$ cat src/rtl/sample_stream_player.sv
// Sample-memory playback engine: sequences read addresses into a synchronous sample RAM,
// streams the returned words, and emits a decimated capture strobe with a capture address.
module sample_stream_player #(
    parameter int SAMPLE_W = 1,
    parameter int NUM_CH   = 1,
    parameter int ADDR_W   = 22,
    parameter int DECIM    = 10000,
    parameter int CAP_W    = 16
) (
    input  logic                       CLK,
    input  logic                       RST,
    input  logic                       start,
    input  logic                       stop,
    input  logic                       loop_en,
    input  logic [ADDR_W-1:0]          length,
    output logic [ADDR_W-1:0]          mem_addr,
    output logic                       mem_rd_en,
    input  logic [NUM_CH*SAMPLE_W-1:0] mem_data,
    output logic [NUM_CH*SAMPLE_W-1:0] sample_out,
    output logic                       sample_valid,
    output logic                       cap_stb,
    output logic [CAP_W-1:0]           cap_addr,
    output logic                       busy,
    output logic                       done,
    output logic [7:0]                 wrap_cnt
);

    localparam int WORD_W = NUM_CH * SAMPLE_W;
    localparam int DCNT_W = (DECIM > 1) ? $clog2(DECIM) : 1;
    localparam logic [DCNT_W-1:0] DCNT_LAST = DCNT_W'(DECIM - 1);

    typedef enum logic [1:0] {IDLE, RUN, DRAIN} state_t;

    state_t              state_q, state_d;
    logic [ADDR_W-1:0]   len_q;
    logic [ADDR_W-1:0]   addr_d;
    logic                rd_en_d;
    logic [7:0]          wrap_d;
    logic                drain_q, drain_d;
    logic                done_d;
    logic                accept;

    logic                vld_p0, vld_p1;
    logic [WORD_W-1:0]   smp_p1;
    logic                cap_stb_p1;
    logic [DCNT_W-1:0]   dec_cnt;
    logic [CAP_W-1:0]    cap_addr_q;

    function automatic logic [7:0] sat_inc8(input logic [7:0] v);
        return (v == 8'hFF) ? v : v + 8'd1;
    endfunction

    always_comb begin
        state_d = state_q;
        addr_d  = mem_addr;
        rd_en_d = mem_rd_en;
        wrap_d  = wrap_cnt;
        drain_d = drain_q;
        done_d  = 1'b0;
        accept  = 1'b0;
        case (state_q)
            IDLE: begin
                if (start && !stop && (length != '0)) begin
                    accept  = 1'b1;
                    state_d = RUN;
                    addr_d  = '0;
                    rd_en_d = 1'b1;
                    wrap_d  = '0;
                end
            end
            RUN: begin
                if (stop) begin
                    rd_en_d = 1'b0;
                    drain_d = 1'b0;
                    state_d = DRAIN;
                end else if (mem_addr == len_q - 1'b1) begin
                    // loop_en is sampled live at every wrap point
                    if (loop_en) begin
                        addr_d = '0;
                        wrap_d = sat_inc8(wrap_cnt);
                    end else begin
                        rd_en_d = 1'b0;
                        drain_d = 1'b0;
                        state_d = DRAIN;
                    end
                end else begin
                    addr_d = mem_addr + 1'b1;
                end
            end
            DRAIN: begin
                if (drain_q) begin
                    state_d = IDLE;
                    done_d  = 1'b1;
                end else begin
                    drain_d = 1'b1;
                end
            end
            default: state_d = IDLE;
        endcase
    end

    always_ff @(posedge CLK or posedge RST) begin
        if (RST) begin
            state_q   <= IDLE;
            len_q     <= '0;
            mem_addr  <= '0;
            mem_rd_en <= 1'b0;
            wrap_cnt  <= '0;
            drain_q   <= 1'b0;
            done      <= 1'b0;
        end else begin
            state_q   <= state_d;
            mem_addr  <= addr_d;
            mem_rd_en <= rd_en_d;
            wrap_cnt  <= wrap_d;
            drain_q   <= drain_d;
            done      <= done_d;
            if (accept) len_q <= length;
        end
    end

    // p0: RAM read data returns; p1: registered sample, valid and capture strobe
    always_ff @(posedge CLK or posedge RST) begin
        if (RST) begin
            vld_p0     <= 1'b0;
            vld_p1     <= 1'b0;
            smp_p1     <= '0;
            cap_stb_p1 <= 1'b0;
            dec_cnt    <= '0;
            cap_addr_q <= '0;
        end else begin
            vld_p0     <= mem_rd_en;
            vld_p1     <= vld_p0;
            cap_stb_p1 <= 1'b0;
            if (vld_p0) smp_p1 <= mem_data;
            if (accept) begin
                dec_cnt    <= '0;
                cap_addr_q <= '0;
            end else begin
                if (vld_p0) begin
                    if (dec_cnt == DCNT_LAST) begin
                        dec_cnt    <= '0;
                        cap_stb_p1 <= 1'b1;
                    end else begin
                        dec_cnt <= dec_cnt + 1'b1;
                    end
                end
                if (cap_stb_p1) cap_addr_q <= cap_addr_q + 1'b1;
            end
        end
    end

    assign sample_out   = smp_p1;
    assign sample_valid = vld_p1;
    assign cap_stb      = cap_stb_p1;
    assign cap_addr     = cap_addr_q;
    assign busy         = (state_q != IDLE);

endmodule

$ cat config.mk
export PLATFORM = sky130hd
export DESIGN_NAME = sample_stream_player
export DESIGN_NICKNAME = d
export VERILOG_FILES = /design/src/rtl/sample_stream_player.sv
export SDC_FILE = /design/constraint.sdc
export NUM_CORES = 1
export LEC_CHECK = 0
export BUFFER_PORTS_ARGS = -buffer_cell sky130_fd_sc_hd__buf_2
export CORE_MARGIN = 4
export CORE_UTILIZATION = 52
export DETAILED_ROUTE_END_ITERATION = 12
export HOLD_SLACK_MARGIN = 0.06
export PLACE_DENSITY = 0.77
export SYNTH_ARGS = -nofsm -noshare
export SYNTH_HDL_FRONTEND = slang
export SYNTH_SLANG_ARGS = --single-unit
$ cat constraint.sdc
create_clock -name CLK -period 3.5 [get_ports CLK]
set_input_delay 0.35 -clock CLK [delete_from_list [all_inputs] [get_ports CLK]]
set_output_delay 0.35 -clock CLK [all_outputs]
set_load 0.1 [all_outputs]
==> key figures, run 1 <==
GRT
  • GRT Residual Overflow: 0
  • Largest net degree at the start of global routing: 35
  • Total track usage: 0.251
  • First-pass GRT wire length: 23.6 mm
  • Initial antenna violation count: 0
  • Vias in the first global route: 4782

Worst setup path
  • Critical Path RT: 3.80 ns
  • Crit path arrival time: 3.80 ns
  • Setup CP Type: flop to flop
  • Reg-to-reg endpoint: wrap_cnt[4]
  • R2R cell count: 11
  • R2R Setup Slk: 0.006 ns
  • Reg2reg start: len_q[1]
  • CP max FO: 7
  • Crit. End Element: flop
  • Startpoint types: flop

Placed design
  • Routability Congestion: 0.872
  • Inst Count DP: 805
  • Cell Area, Placed: 6070 µm²
  • I/O Buffers: 79
  • Dpl hpwl: 10.4 mm

Yosys
  • #FFs+latches synth: 91
  • Synth Flop Type: dfrtp_1
  • Mapped Area: 5340 µm²
  • Count of different cell masters after synthesis: 58
  • Syn nets: 620
  • Post-synthesis sequential area ratio: 0.426
  • Synth warnings: 0
  • Syn Inst Count: 587
  • Syn avg cell area: 9.10 µm²
  • Post-synth ARST share: 1.00
  • EDFF count, synth: 0

Timing
  • Hold Fails Final Rpt: 0
  • Worst Tran Pin Value: 0.576 ns
  • Max-slew violation count: 0
  • RSZ-0062 raised after global routing: true
  • Setup Skew: 0.0118 ns
  • Slew Limit Headroom: 0.612
  • Post-layout minimum cycle time: 3.49 ns
  • Tcrit/Tclk final: 0.998
  • Peak Freq: 0.286 GHz
  • Final Setup Violations: 0

Routing
  • 1st-iter DRT viols: 251
  • Detailed-route DRC error count: 0
  • Drt via density: 5.95
  • DRT Pass-1 Iters: 5
  • Detailed-route via count: 4897
  • Overall routed net length: 14.4 mm
  • Routed length per instance: 17.5 µm
  • Post-route ant nets: 0

Finish
  • Most common cell after layout, fill and taps aside: dfrtp_1
  • Nets: 718
  • Post-Layout Cell Count: 823
  • Final instance area: 6410 µm²
  • N_diodes: 0
  • Commonest non-fill, non-tap cells in the layout: dfrtp_1 (91), buf_2 (79), nor2_1 (61)
  • Layout Utilization: 0.647
  • Area added between synthesis and finish: 20.0%
  • Share of layout cells above drive strength 1: 0.261

Clocking
  • Root Driver: clkbuf_8
  • CTS HTree Levels: 3
  • Clk pin slew, worst setup/hold paths: 0.09 ns
  • Clock Latency Late Sink: 0.37 ns
  • CTS tree: yes
  • CTS buffer count: 9
  • Maximum root-to-sink buffer count: 2
  • Clk sinks: 91

Flow run
  • # Max-Cap Violations: 0

Die
  • Vert. Die Dim: 109 µm
  • Initial Util: 0.539
  • Chip width: 109 µm
  • Core Region: 9910 µm²
  • Die Area: 12000 µm²
  • Ports: 80
  • Row count: 36

Power and ir drop
  • Power density cells: 735 nW/µm²
  • VDD IR-drop max: 0.000694 V
  • LEAKAGE: 2.82 nW

Status
  • Status: finished clean

Min path
  • Worst hold path depth: 3
  • Sink of the worst hold path: len_q[10]
  • Hold Path Class: input port to flop
  • Worst Hold Launch: length[10]
cell usage after synthesis, types with 3 or more instances:
master	count	share of area
or3_1	16	0.019
inv_1	24	0.017
nor2b_1	5	0.0059
clkbuf_1	19	0.013
ha_1	5	0.012
a41o_1	3	0.0056
nand4b_1	13	0.021
nor2_1	61	0.043
a221o_1	3	0.0056
o221ai_1	14	0.023
dfrtp_1	91	0.43
o211ai_1	3	0.0042
mux2i_1	4	0.0075
nand3_1	35	0.033
mux2_2	18	0.038
nor4_1	14	0.016
xor2_1	31	0.051
buf_2	3	0.0028
nand2_1	56	0.039
buf_1	3	0.0021
nand2b_1	7	0.0082
a31oi_1	4	0.0047
nor3_1	17	0.016
a21oi_1	16	0.015
or4_1	18	0.025
nor3b_1	4	0.0056
o21ai_0	15	0.014
and3_1	11	0.013
xnor2_1	22	0.036
o31ai_1	5	0.0070
nand4_1	15	0.018
how the worst max path moves through the flow:
stage | start | to | slack [ns] | cells after the start
after floorplan | len_q[0] | wrap_cnt[4] | -0.01 | 12
after global placement | len_q[1] | wrap_cnt[4] | -0.02 | 13
after detailed placement | len_q[13] | mem_addr[17] | -0.12 | 9
after CTS | len_q[1] | wrap_cnt[6] | 0.006 | 10
after global routing | len_q[1] | wrap_cnt[4] | -0.09 | 11
final | len_q[1] | wrap_cnt[4] | 0.006 | 11
stage by stage:
step	power, W	TNS (ns)	setup slack, ns	hold slack, ns
final	0.00471	0	0.00576	0.188
after global routing	0.00497	-0.165	-0.0929	0.193
after CTS	0.00466	0	0.00568	0.171
after detailed placement	0.00397	-1.36	-0.117	0.417
after global placement	0.00391	-0.0198	-0.0198	0.413
after floorplan	0.00342	-0.0684	-0.00958	0.352
per-layer routing:
layer  track usage  share of wire  up-vias
met5             0              0        -
met4         0.112          0.026        0
met3        0.0411          0.055       26
met2         0.397           0.49      143
met1         0.341           0.43     2400
li1              -              -     2328
critical path: stages (launching register included):
cell and delay [ns]:
dfrtp_1 0.40, inv_2 0.08, ha_4 0.13, or4b_4 0.48
buf_6 0.16, or4_4 0.48, a21oi_2 0.13, nor4_2 0.09
nand4b_1 0.24, or4_4 0.62, or4_4 0.49, a21oi_2 0.12
layout make-up:
| cell class | count | area [µm²] |
|---|---|---|
| clock buffers | 11 | 141 |
| clock inverters | 5 | 38.8 |
| fillers | 837 | 3500 |
| inverters | 25 | 103 |
| multi-input cells | 445 | 3010 |
| flip-flops and latches | 91 | 2280 |
| well taps | 133 | 166 |
| repair buffers | 113 | 677 |
sequential cells by signal (all words and copies together), names as in the netlist, 2 cells and up:
signal    flops
cap_addr     16
wrap_cnt      8
len_q        22
dec_cnt      14
mem_addr     22
state_q       2
cells by family after synthesis:
| family | Yosys count | share of synthesized area |
|---|---|---|
| buf+inv | 51 | 0.0380 |
| compound gates | 84 | 0.114 |
| xor+xnor | 53 | 0.0869 |
| mux | 22 | 0.0455 |
| simple gates | 281 | 0.277 |
| fa+ha+maj | 5 | 0.0117 |
| flops | 91 | 0.426 |
where the power goes:
| part | switching (W) | total (W) | leakage, nW | internal [W] |
|---|---|---|---|---|
| logic | 0.00168 | 0.00238 | 1.55 | 0.000699 |
| registers | 0.000389 | 0.00166 | 1.19 | 0.00128 |
| clock network | 0.000390 | 0.000668 | 0.0778 | 0.000279 |
| total | 0.00246 | 0.00471 | 2.82 | 0.00225 |
what timing repair did:
action                                  CTS  global route
endpoints found under the setup margin   25            30
setup buffers                             0             1
resized for setup                         7            26
endpoints found under the hold margin    32             0
hold buffers                              1             0
pin swaps                                 0             4
Power figures use the tool's default switching activity.
==> run 2, diff against run 1 <==
- CTS_CLUSTER_SIZE: not set -> 24
- GPL_TIMING_DRIVEN: not set -> 0
- REMOVE_ABC_BUFFERS: not set -> 1
==> run 2 against run 1 <==
Compared with the run above: the run now ends with negative setup slack left; register-to-register slack got worse by 0.19 ns; first-iteration DRC count increased by 53%; sequential power increased by 2%; sequential cell count unchanged; utilization increased by 2.1 points; sequential share of layout area decreased by 1.0 points; global-route usage decreased by 0.19 points; final cell count decreased by 0.12%; combinational power increased by 4%; count of clock-buffer cells in the layout decreased by 1; worst setup slack got worse by 0.19 ns; critical path depth decreased by 1; critical endpoint is now mem_addr[13].
==> key figures, run 2 (synthesized netlist as in run 1, its figures left out) <==
Worst setup path
  • Max incr delay on CP: 0.55 ns (was 0.62 ns)
  • Buf+Inv Stages, Crit Path: 2 (unchanged)
  • Critical Path RT: 3.80 ns (about the same)
  • Crit-path slowest cell: or4_4 (unchanged)
  • Cells along the critical path: or4_4 > or4_4 > or4_4 > a211oi_2 > nand3_1 > or4_4 > o21ai_4 > clkinv_4 > buf_8 > o221ai_2 (was inv_2 > ha_4 > or4b_4 > buf_6 > or4_4 > a21oi_2 > nor4_2 > nand4b_1 > or4_4 > or4_4 > a21oi_2)
  • Setup CP Type: flop to flop (unchanged)
  • Crit. End Element: flop (unchanged)
  • Crit path arrival time: 3.99 ns (was 3.80 ns)
  • CP most frequent cell: or4_4 (unchanged)
  • Crit path max-delay family: simple AND/OR/NAND/NOR gates (unchanged)
  • CP max FO: 5 (was 7)
  • Startpoint types: flop (unchanged)

Status
  • Failing checks: negative setup slack
  • Status: finished with violations (was finished clean)

Finish
  • Post-Layout Cell Count: 822 (was 823)
  • Final instance area: 6620 µm² (was 6410 µm²)
  • Area added between synthesis and finish: 23.9% (was 20.0%)
  • Fillers: 789 (was 837)
  • Nets: 717 (was 718)
  • Share of layout cells above drive strength 1: 0.293 (was 0.261)
  • Commonest non-fill, non-tap cells in the layout: dfrtp_1 (86), buf_2 (79), nor2_1 (60) (was dfrtp_1 (91), buf_2 (79), nor2_1 (61))
  • Most common cell after layout, fill and taps aside: dfrtp_1 (unchanged)
  • N_diodes: 0 (unchanged)

Clocking
  • Root Driver: clkbuf_8 (unchanged)
  • CTS buffer count: 9 (unchanged)
  • CTS HTree Levels: 3 (unchanged)
  • Clk pin slew, worst setup/hold paths: 0.10 ns (was 0.09 ns)
  • Clock Latency Late Sink: 0.39 ns (was 0.37 ns)
  • CTS tree: yes (unchanged)
  • Maximum root-to-sink buffer count: 2 (unchanged)
  • Clk sinks: 91 (unchanged)

Placed design
  • Inst Count DP: 776 (was 805)
  • Dpl hpwl: 9.67 mm (was 10.4 mm)
  • Routability Congestion: 0.922 (was 0.872)
  • Cell Area, Placed: 5860 µm² (was 6070 µm²)
  • I/O Buffers: 79 (unchanged)
  • Worst slack, placed: -0.865 ns (was -0.117 ns)

Timing
  • Setup Skew: 0.0147 ns (was 0.0118 ns)
  • Max-slew violation count: 0 (unchanged)
  • Post-layout minimum cycle time: 3.69 ns (was 3.49 ns)
  • RSZ-0062 raised after global routing: true (unchanged)
  • Tcrit/Tclk final: 1.05 (was 0.998)
  • Slew Limit Headroom: 0.482 (was 0.612)
  • Setup TNS: -3.14 ns (was 0 ns)
  • Final Setup Violations: 26 (was 0)
  • Final worst slack: -0.186 ns (was 0.00576 ns)
  • Hold Fails Final Rpt: 0 (unchanged)
  • Peak Freq: 0.271 GHz (was 0.286 GHz)
  • Worst Tran Pin Value: 0.770 ns (was 0.576 ns)

Die
  • Row count: 36 (unchanged)
  • Chip width: 109 µm (unchanged)
  • Ports: 80 (unchanged)
  • Die Area: 12000 µm² (unchanged)
  • Vert. Die Dim: 109 µm (unchanged)
  • Initial Util: 0.539 (unchanged)
  • Core Region: 9910 µm² (unchanged)

GRT
  • First-pass GRT wire length: 23.5 mm (was 23.6 mm)
  • Total track usage: 0.249 (was 0.251)
  • Largest net degree at the start of global routing: 59 (was 35)
  • Initial antenna violation count: 0 (unchanged)
  • GRT Residual Overflow: 0 (unchanged)
  • Vias in the first global route: 4752 (was 4782)

Flow run
  • # Max-Cap Violations: 0 (unchanged)

Power and ir drop
  • LEAKAGE: 2.88 nW (was 2.82 nW)
  • VDD IR-drop max: 0.000593 V (was 0.000694 V)
  • Power density cells: 741 nW/µm² (was 735 nW/µm²)

Routing
  • Max Used Layer: met4 (unchanged)
  • 1st-iter DRT viols: 385 (was 251)
  • Detailed-route DRC error count: 0 (unchanged)
  • Routed length per instance: 18.2 µm (was 17.5 µm)
  • Met1 wire length: 6.48 mm (was 6.18 mm)
  • Post-route ant nets: 0 (unchanged)
  • Routed wl met2: 6.95 mm (was 7.02 mm)
  • Met3 routed WL: 1.12 mm (was 794 µm)
  • DRT Pass-1 Iters: 5 (unchanged)
  • Drt via density: 6.29 (was 5.95)
  • Detailed-route via count: 5173 (was 4897)
  • Overall routed net length: 15.0 mm (was 14.4 mm)

Min path
  • Hold Path Class: input port to flop (unchanged)
[run 2: cell count changes in the layout (fill, tap and decap cells not counted), moves of 3 or more]
cell / change
dfrtp_2: +5
buf_6: +4
o221ai_1: -13
dfrtp_1: -5
o221ai_2: +13
buf_4: -8
clkinvlp_4: -3
or4_1: +3
[run 2: metrics by stage]
step                      utilization  total power, W  hold slack, ns
after global routing            0.668         0.00513           0.163
after detailed placement        0.591         0.00386           0.401
after global placement          0.585         0.00377           0.414
final                           0.668         0.00490           0.173
after floorplan                     -         0.00337           0.455
after CTS                       0.634         0.00469           0.157
[run 2: worst paths after layout]
check                               start            to  slack, ns  cells after the start
worst min-delay path            length[9]      len_q[9]       0.17                      3
max in group asynchronous             RST     len_q[15]       2.31                      4
worst max-delay path            len_q[13]  mem_addr[13]      -0.19                     10
min in group asynchronous             RST  cap_addr[10]       0.54                      3
worst max register to register  len_q[13]  mem_addr[13]      -0.19                     10
worst min register to register  mem_rd_en        vld_p0       0.44                      0
[run 2: area by class of cell]
cell class                 count  area (µm²)  share of cell area
clock buffer                  10         138              0.0208
sequential                    91        2280               0.345
inverter                      25         101              0.0153
multi-input combinational    446        3160               0.477
tap                          133         166              0.0252
clock inverter                 6        53.8             0.00813
timing repair buffer         111         714               0.108
[run 2: worst min-delay path: cells and delay by family]
family | cells | cell delay, ns
simple gates | 2 | 0.10
buf+inv | 1 | 0.09
[run 2: per-layer routing]
layer | vias up | track usage
li1 | 2347 | -
met4 | 0 | 0.0997
met2 | 265 | 0.395
met1 | 2518 | 0.344
met5 | - | 0
met3 | 43 | 0.0388
[run 2: timing repair]
| item | in CTS | in global routing |
|---|---|---|
| buffers inserted | 15 | 12 |
| gates cloned | 1 | 1 |
| gates resized for setup | 29 | 40 |
| pin swaps | 8 | 13 |
| hold buffers | 1 | 0 |
| endpoints found under the setup margin | 41 | 34 |
| endpoints found under the hold margin | 33 | 0 |
[run 2: power breakdown]
part           internal, W  switching (W)  leakage (nW)
Clock             0.000291       0.000426        0.0958
Sequential         0.00128       0.000423          1.19
Combinational     0.000751        0.00173          1.60
Total              0.00232        0.00258          2.88
